--- src/rtl/sobel_pkg.sv ---
// Shared types and constants for the Sobel core scheduler: FSM states,
// Gx/Gy kernel tap tables and accumulator/magnitude widths.
package sobel_pkg;

   typedef enum logic [2:0] {
      ST_FLUSH,
      ST_IDLE,
      ST_ISSUE,
      ST_DRAIN,
      ST_OUT
   } state_t;

   localparam int ACC_W = 12;
   localparam int MAG_W = 11;
   localparam int TAP_W = 3;

   // Entry index is 3*column + row; taps are 3-bit two's complement.
   localparam logic [8:0][TAP_W-1:0] GX_TAPS = {
      3'b001, 3'b010, 3'b001,
      3'b000, 3'b000, 3'b000,
      3'b111, 3'b110, 3'b111
   };
   localparam logic [8:0][TAP_W-1:0] GY_TAPS = {
      3'b001, 3'b000, 3'b111,
      3'b010, 3'b000, 3'b110,
      3'b001, 3'b000, 3'b111
   };

   function automatic logic [TAP_W-1:0] sobel_tap(input logic       is_y,
                                                  input logic [1:0] col,
                                                  input logic [1:0] row);
      logic [3:0] idx;
      idx = 4'(col) * 4'd3 + 4'(row);
      return is_y ? GY_TAPS[idx] : GX_TAPS[idx];
   endfunction

endpackage

--- src/rtl/sobel_mag_sat.sv ---
// Combinational |Gx|+|Gy| with saturation to SAT_MAX, or binarisation
// against THRESH when SOBEL_THRESH_EN is defined.
module sobel_mag_sat
   import sobel_pkg::*;
#(
   parameter int PIX_W   = 8,
   parameter int SAT_MAX = 255,
   parameter int THRESH  = 128
) (
   input  logic signed [ACC_W-1:0] in_acc_x,
   input  logic signed [ACC_W-1:0] in_acc_y,
   output logic        [PIX_W-1:0] out_pix
);

   logic [MAG_W-1:0] abs_x;
   logic [MAG_W-1:0] abs_y;
   logic [MAG_W-1:0] mag;

   always_comb begin
      // |acc| <= 1020, so the 11-bit truncation of the negation is exact
      abs_x = in_acc_x[ACC_W-1] ? MAG_W'(-in_acc_x) : MAG_W'(in_acc_x);
      abs_y = in_acc_y[ACC_W-1] ? MAG_W'(-in_acc_y) : MAG_W'(in_acc_y);
      mag   = abs_x + abs_y;
`ifdef SOBEL_THRESH_EN
      out_pix = (mag >= MAG_W'(THRESH)) ? {PIX_W{1'b1}} : '0;
`else
      out_pix = (mag > MAG_W'(SAT_MAX)) ? PIX_W'(SAT_MAX) : PIX_W'(mag);
`endif
   end

endmodule

--- src/rtl/sobel_core_sched.sv ---
// Drives a shared 3-tap MAC core with 6 column beats per 3x3 window and
// builds the Sobel magnitude pixel. Optional macro: SOBEL_THRESH_EN.
module sobel_core_sched
   import sobel_pkg::*;
#(
   parameter int PIX_W    = 8,
   parameter int CORE_LAT = 2,
   parameter int SAT_MAX  = 255,
   parameter int THRESH   = 128
) (
   input  logic                    InClk,
   input  logic                    InRst,
   input  logic [9*PIX_W-1:0]      InWin,
   input  logic                    InWinValid,
   output logic                    InWinReady,
   output logic signed [PIX_W:0]   OutCoreData1,
   output logic signed [PIX_W:0]   OutCoreData2,
   output logic signed [PIX_W:0]   OutCoreData3,
   output logic signed [TAP_W-1:0] OutCoreK1,
   output logic signed [TAP_W-1:0] OutCoreK2,
   output logic signed [TAP_W-1:0] OutCoreK3,
   output logic                    OutCoreDe,
   input  logic signed [15:0]      InCoreData,
   input  logic                    InCoreDataDe,
   output logic [PIX_W-1:0]        OutPix,
   output logic                    OutPixValid,
   input  logic                    InPixReady,
   output logic                    OutBusy
);

   localparam int FL_W = (CORE_LAT > 1) ? $clog2(CORE_LAT) : 1;

   state_t                  state_q, state_d;
   logic [FL_W-1:0]         flush_q, flush_d;
   logic [2:0]              beat_q, beat_d;
   logic [2:0]              res_q, res_d;
   logic [9*PIX_W-1:0]      win_q, win_d;
   logic signed [ACC_W-1:0] acc_x_q, acc_x_d;
   logic signed [ACC_W-1:0] acc_y_q, acc_y_d;
   logic [PIX_W-1:0]        out_pix_q, out_pix_d;
   logic                    busy_q, busy_d;

   logic                    issue;
   logic                    res_in;
   logic                    pix_hs;
   logic signed [ACC_W-1:0] core_res;
   logic [PIX_W-1:0]        mag_pix;
   logic [1:0]              col;
   logic                    is_y;

   assign issue    = (state_q == ST_ISSUE);
   // Core latency is shorter than the beat train, so results land in ISSUE too
   assign res_in   = InCoreDataDe && (state_q == ST_ISSUE || state_q == ST_DRAIN);
   assign pix_hs   = (state_q == ST_OUT) && InPixReady;
   assign core_res = ACC_W'(InCoreData);

   always_comb begin
      res_d   = res_q;
      acc_x_d = acc_x_q;
      acc_y_d = acc_y_q;
      if (pix_hs) begin
         res_d   = '0;
         acc_x_d = '0;
         acc_y_d = '0;
      end else if (res_in) begin
         res_d = res_q + 3'd1;
         if (res_q < 3'd3) acc_x_d = acc_x_q + core_res;
         else              acc_y_d = acc_y_q + core_res;
      end
   end

   // Fed with acc_y_d so the final Gy result is folded in on its arrival cycle
   sobel_mag_sat #(
      .PIX_W   (PIX_W),
      .SAT_MAX (SAT_MAX),
      .THRESH  (THRESH)
   ) u_mag (
      .in_acc_x (acc_x_q),
      .in_acc_y (acc_y_d),
      .out_pix  (mag_pix)
   );

   always_comb begin
      state_d    = state_q;
      flush_d    = flush_q;
      beat_d     = beat_q;
      win_d      = win_q;
      out_pix_d  = out_pix_q;
      InWinReady = 1'b0;
      case (state_q)
         ST_FLUSH: begin
            flush_d = flush_q + 1'b1;
            if (flush_q == FL_W'(CORE_LAT - 1)) begin
               flush_d = '0;
               state_d = ST_IDLE;
            end
         end
         ST_IDLE: begin
            InWinReady = 1'b1;
            if (InWinValid) begin
               win_d   = InWin;
               state_d = ST_ISSUE;
            end
         end
         ST_ISSUE: begin
            beat_d = beat_q + 3'd1;
            if (beat_q == 3'd5) begin
               beat_d  = '0;
               state_d = ST_DRAIN;
            end
         end
         ST_DRAIN: begin
            if (res_in && res_q == 3'd5) begin
               out_pix_d = mag_pix;
               state_d   = ST_OUT;
            end
         end
         ST_OUT: begin
            if (InPixReady) begin
               out_pix_d = '0;
               state_d   = ST_IDLE;
            end
         end
         default: state_d = ST_FLUSH;
      endcase
      busy_d = (state_d != ST_IDLE);
   end

   always_comb begin
      col          = (beat_q < 3'd3) ? beat_q[1:0] : 2'(beat_q - 3'd3);
      is_y         = (beat_q >= 3'd3);
      OutCoreData1 = '0;
      OutCoreData2 = '0;
      OutCoreData3 = '0;
      OutCoreK1    = '0;
      OutCoreK2    = '0;
      OutCoreK3    = '0;
      if (issue) begin
         OutCoreData1 = {1'b0, win_q[PIX_W*int'(col) +: PIX_W]};
         OutCoreData2 = {1'b0, win_q[PIX_W*(3 + int'(col)) +: PIX_W]};
         OutCoreData3 = {1'b0, win_q[PIX_W*(6 + int'(col)) +: PIX_W]};
         OutCoreK1    = sobel_tap(is_y, col, 2'd0);
         OutCoreK2    = sobel_tap(is_y, col, 2'd1);
         OutCoreK3    = sobel_tap(is_y, col, 2'd2);
      end
   end

   assign OutCoreDe   = issue;
   assign OutPixValid = (state_q == ST_OUT);
   assign OutPix      = out_pix_q;
   assign OutBusy     = busy_q;

   always_ff @(posedge InClk) begin
      if (InRst) begin
         state_q   <= ST_FLUSH;
         flush_q   <= '0;
         beat_q    <= '0;
         res_q     <= '0;
         win_q     <= '0;
         acc_x_q   <= '0;
         acc_y_q   <= '0;
         out_pix_q <= '0;
         busy_q    <= 1'b0;
      end else begin
         state_q   <= state_d;
         flush_q   <= flush_d;
         beat_q    <= beat_d;
         res_q     <= res_d;
         win_q     <= win_d;
         acc_x_q   <= acc_x_d;
         acc_y_q   <= acc_y_d;
         out_pix_q <= out_pix_d;
         busy_q    <= busy_d;
      end
   end

`ifndef SYNTHESIS
   // Stray results in FLUSH are expected after a mid-operation reset
   always_ff @(posedge InClk) begin
      if (!InRst && InCoreDataDe)
         assert (state_q inside {ST_FLUSH, ST_ISSUE, ST_DRAIN})
         else $error("core result arrived outside ISSUE/DRAIN");
   end
`endif

endmodule

--- config.mk ---
export PLATFORM = sky130hd
export DESIGN_NAME = sobel_core_sched
export DESIGN_NICKNAME = d
export VERILOG_FILES = /design/src/rtl/sobel_pkg.sv /design/src/rtl/sobel_mag_sat.sv /design/src/rtl/sobel_core_sched.sv
export SDC_FILE = /design/constraint.sdc
export NUM_CORES = 1
export LEC_CHECK = 0
export CORE_UTILIZATION = 50
export DETAILED_ROUTE_END_ITERATION = 6
export GPL_TIMING_DRIVEN = 1
export PLACE_DENSITY = 0.86
export SYNTH_ARGS = -nofsm -noshare
export SYNTH_HDL_FRONTEND = slang
export SYNTH_HIERARCHICAL = 1
export SYNTH_SLANG_ARGS = --single-unit
--- constraint.sdc ---
create_clock -name InClk -period 7.3 [get_ports InClk]
set_clock_uncertainty 0.15 [all_clocks]
set_input_delay 2.19 -clock InClk [delete_from_list [all_inputs] [get_ports InClk]]
set_output_delay 2.19 -clock InClk [all_outputs]
set_load 0.02 [all_outputs]
==> results by group <==
Status
  – Status: complete, no violations

Setup path
  – Critical Path RT: 7.43 ns
  – Worst reg2reg startpoint: state_q[1]$_SDFF_PP0_
  – Crit path capture type: flip-flop
  – CP dominant cell by count: a21o_1
  – R2R setup slack: 2.42 ns
  – Arr. time, crit path: 6.86 ns
  – Crit path buf inv count: 2
  – Crit-path max FO: 11
  – Crit Path Category: input port to flip-flop
  – CP max-delay cell: clkdlybuf4s50_1
  – Critical path origin: InCoreData[1]
  – Largest stage delay, worst path: 0.61 ns
  – Worst r2r dst: OutPix[5]$_SDFFE_PP0P_
  – Worst setup SP type: input port
  – Top cell family by delay on the critical path: compound AO/OA/AOI/OAI gates
  – Worst-path cell chain: clkdlybuf4s50_1, ha_1, a21o_1, and4_1, o2111ai_1, nand4_1, a21o_1, a21oi_1, buf_4, o21ai_0, xnor2_1, ha_1, a21o_1, a21oi_1, a21boi_0, a2111oi_0, o21a_4, o22ai_1, a22oi_1, nor2_1
  – Worst Reg-to-Reg Cells: 18
  – Crit. path cell count: 20
  – Critical path endpoint: OutPix[5]$_SDFFE_PP0P_

Synth
  – Synth warn: 6
  – Most common cell in the synthesized netlist: nand2_1
  – Synth Register Bits: 115
  – Mean area per synthesized cell: 7.89 um2
  – Post-synth top cells: nand2_1 (224), a21oi_1 (136), dfxtp_1 (115)
  – Main combinational cell family by area after synthesis: simple AND/OR/NAND/NOR gates
  – Synth top area share: 32.4%
  – Netlist cell types: 64
  – EDFF count, synth: 0
  – Synth area leader: dfxtp_1
  – Ys async rst share: 0%
  – XOR/XNOR share of the synthesized area: 5.26%
  – Simple-gate share of the synthesized area: 23.7%
  – Post-Syn Instances: 901
  – Synth area leaders: dfxtp_1 (32%), nand2_1 (12%), a21oi_1 (9.6%)
  – Post-synth top flop: dfxtp_1
  – Adder-cell share of the synthesized area: 8.59%
  – Compound-Gate Fraction of Synth Area: 17.9%
  – Part of the Yosys area used for sequential elements: 32.4%
  – Mux share of post-synthesis cell area: 6.99%
  – Post-Synthesis Cell Area: 7110 um2

Power
  – Combinational Power Share: 28.2%
  – Clk pwr share: 37.1%
  – Power per Cell Area: 240 nW/um2
  – Lkg Pwr: 0.00356 uW
  – NetSw: 693 uW
  – VDD IR max: 0.000174 V
  – Sw Share: 32.1%
  – Seq pwr share: 34.7%
  – Int Power: 1470 uW
  – Total chip power: 2160 uW

Global routing
  – Remaining Overflow, GRT: 0
  – Vias in the first global route: 6,313
  – Initial antenna violation count: 1
  – Total track usage: 26.2%
  – Largest net degree at the start of global routing: 79
  – First-pass GRT wire length: 30,200 um

Cells and area
  – Fraction of layout cells with a size suffix above 1: 4.90%
  – # fillers: 1,162
  – ANT cells: 0
  – Layout Utilization: 64.9%
  – Synthesis-to-finish area growth: 26.8%
  – NumNets Final: 1,148

Floorplan
  – Die width: 121 um
  – IO Pins: 141
  – Die height: 121 um
  – Core Area: 13,900 um2
  – Die Area: 14,700 um2
  – Initial Util: 51.2%
  – # rows: 43

Routing
  – Pre-antenna DRT Iters: 5
  – Vias: 6,768
  – Vias per cell: 5.64
  – DR iter-0 viols: 576
  – Final wirelength: 18,900 um
  – Post-detailed-route count of antenna-violating nets: 0
  – Routed len/inst: 15.7 um
  – Drc violations: 0

Worst hold path
  – Hold WC Path Type: flip-flop to flip-flop
  – Hold Crit Start: win_q[40]$_SDFFE_PP0P_

Clocking
  – Root buffer selected by CTS: clkbuf_16
  – Post-CTS Hold Buffers: 0
  – Worst skew pair latency: 0.41 ns
  – TritonCTS buffer count: 17
  – Htree depth: 4
  – Quantity of gates resized following cts: 0
  – Clock-pin slew on the worst setup and hold paths: 0.05 ns
  – Clk buf depth: 2
  – CTS tree: built
  – Clock Sinks: 115
  – Post-CTS Setup Bufs: 0

Timing
  – Fin. Hold Viols: 0
  – Rel. slew slack: 33.5%
  – Actual slew at the worst max-slew pin: 0.997 ns
  – Final Cycle Share: 92.2%
  – RSZ-0062 raised after global routing: no
  – Slew Viols, Final: 0
  – Post-route setup TNS: 0 ns
  – Maximum clock frequency: 149 MHz
  – Count of final setup violators: 0
  – Final min period: 6.73 ns

Placement
  – Post-DP HPWL: 13,000 um
  – IO buf count: 133
  – Global placer's final weighted congestion: 0.875

Run
  – Max-cap viol count: 0
-- worst min-delay path by stage --
stage	depth (start not counted)	to	slack, ns
after global placement	2	win_q[37]$_SDFFE_PP0P_	0.29
after CTS	2	win_q[37]$_SDFFE_PP0P_	0.30
final	2	win_q[40]$_SDFFE_PP0P_	0.30
after detailed placement	2	win_q[34]$_SDFFE_PP0P_	0.29
after floorplan	2	win_q[18]$_SDFFE_PP0P_	0.28
after global routing	2	win_q[65]$_SDFFE_PP0P_	0.32
-- layout by cell type (no fill, tap or decap), types with 3 or more instances in the layout --
cell               n
a21oi_1          136
o21ai_0           18
inv_1             17
or3_1              5
and2_1            24
o21a_1             5
nor3_1            15
nor2_1            56
fa_1               3
o21ai_1            4
clkbuf_1           3
nand3_1           16
clkbuf_16         17
and3_1             5
dfxtp_1          115
a211oi_1           3
clkinvlp_4         3
conb_1             3
a21o_1            10
a31oi_1            7
nor2b_1            5
xor2_1            10
clkdlybuf4s50_1  132
buf_4              9
a22oi_1            8
clkinv_2           3
xnor2_1           30
nand4_1            3
o21bai_1           3
mux2i_1            8
o31ai_1            4
mux4_1            15
nand2_1          223
nand3b_1           3
nand2b_1           9
nor3b_1            4
ha_1              44
-- power by group through the flow --
stage                     logic [uW]  registers, uW  clock network [uW]
final                            610            749                 803
after global routing             667            757                 841
after CTS                        608            747                 812
after detailed placement         599            759                   0
after global placement           586            756                   0
after floorplan                  456            732                   0
-- metrics by stage --
stage | hold WS [ns] | instances | worst slack [ns] | cell area (um2)
after CTS | 0.301 | 1200 | 0.673 | 9010
after floorplan | 0.282 | 903 | 0.997 | 7110
after global routing | 0.316 | 1200 | 0.222 | 9010
after global placement | 0.288 | 1169 | 0.401 | 8440
after detailed placement | 0.292 | 1169 | 0.263 | 8440
final | 0.299 | 1200 | 0.571 | 9010
-- layer usage --
metal / wire (um) / vias up / global-route usage (%)
met5: 0 / - / 0
met4: 541 / 0 / 11.9
met3: 940 / 41 / 4.04
met2: 8940 / 226 / 42.6
met1: 8470 / 3172 / 34.3
li1: - / 3329 / -
-- flip-flops by register name, summed over array words and instances, names as in the netlist --
| name | count |
|---|---|
| OutPix | 8 |
| win_q | 72 |
| res_q | 3 |
| beat_q | 3 |
| acc_y_q | 12 |
| OutBusy | 1 |
| flush_q | 1 |
| state_q | 3 |
| acc_x_q | 12 |
-- area by class of cell --
class / instances / area, um2 / share of cell area [%]
clock buffers: 22 / 464 / 5.15
clock inverters: 9 / 106 / 1.18
inverters: 17 / 63.8 / 0.708
multi-input cells: 715 / 4450 / 49.4
flip-flops and latches: 115 / 2300 / 25.6
well taps: 180 / 225 / 2.50
repair buffers: 142 / 1390 / 15.5
-- worst reg2reg max path, delay by kind of cell (launching register included) --
kind                     cells  cell delay [ns]
flip-flops                   1             0.54
AO/OA/AOI/OAI                6             1.67
AND/OR/NAND/NOR              7             1.39
multiplexers                 1             0.25
buffers and inverters        1             0.11
adder cells (fa/ha/maj)      2             0.47
XOR/XNOR                     1             0.18
-- logic make-up after synthesis --
group | Yosys count
compound gates | 218
xor+xnor | 41
fa+ha+maj | 47
buf+inv | 73
flops | 115
mux | 24
other cells | 1
simple gates | 382
No activity file was read; power rests on OpenSTA's default activity.
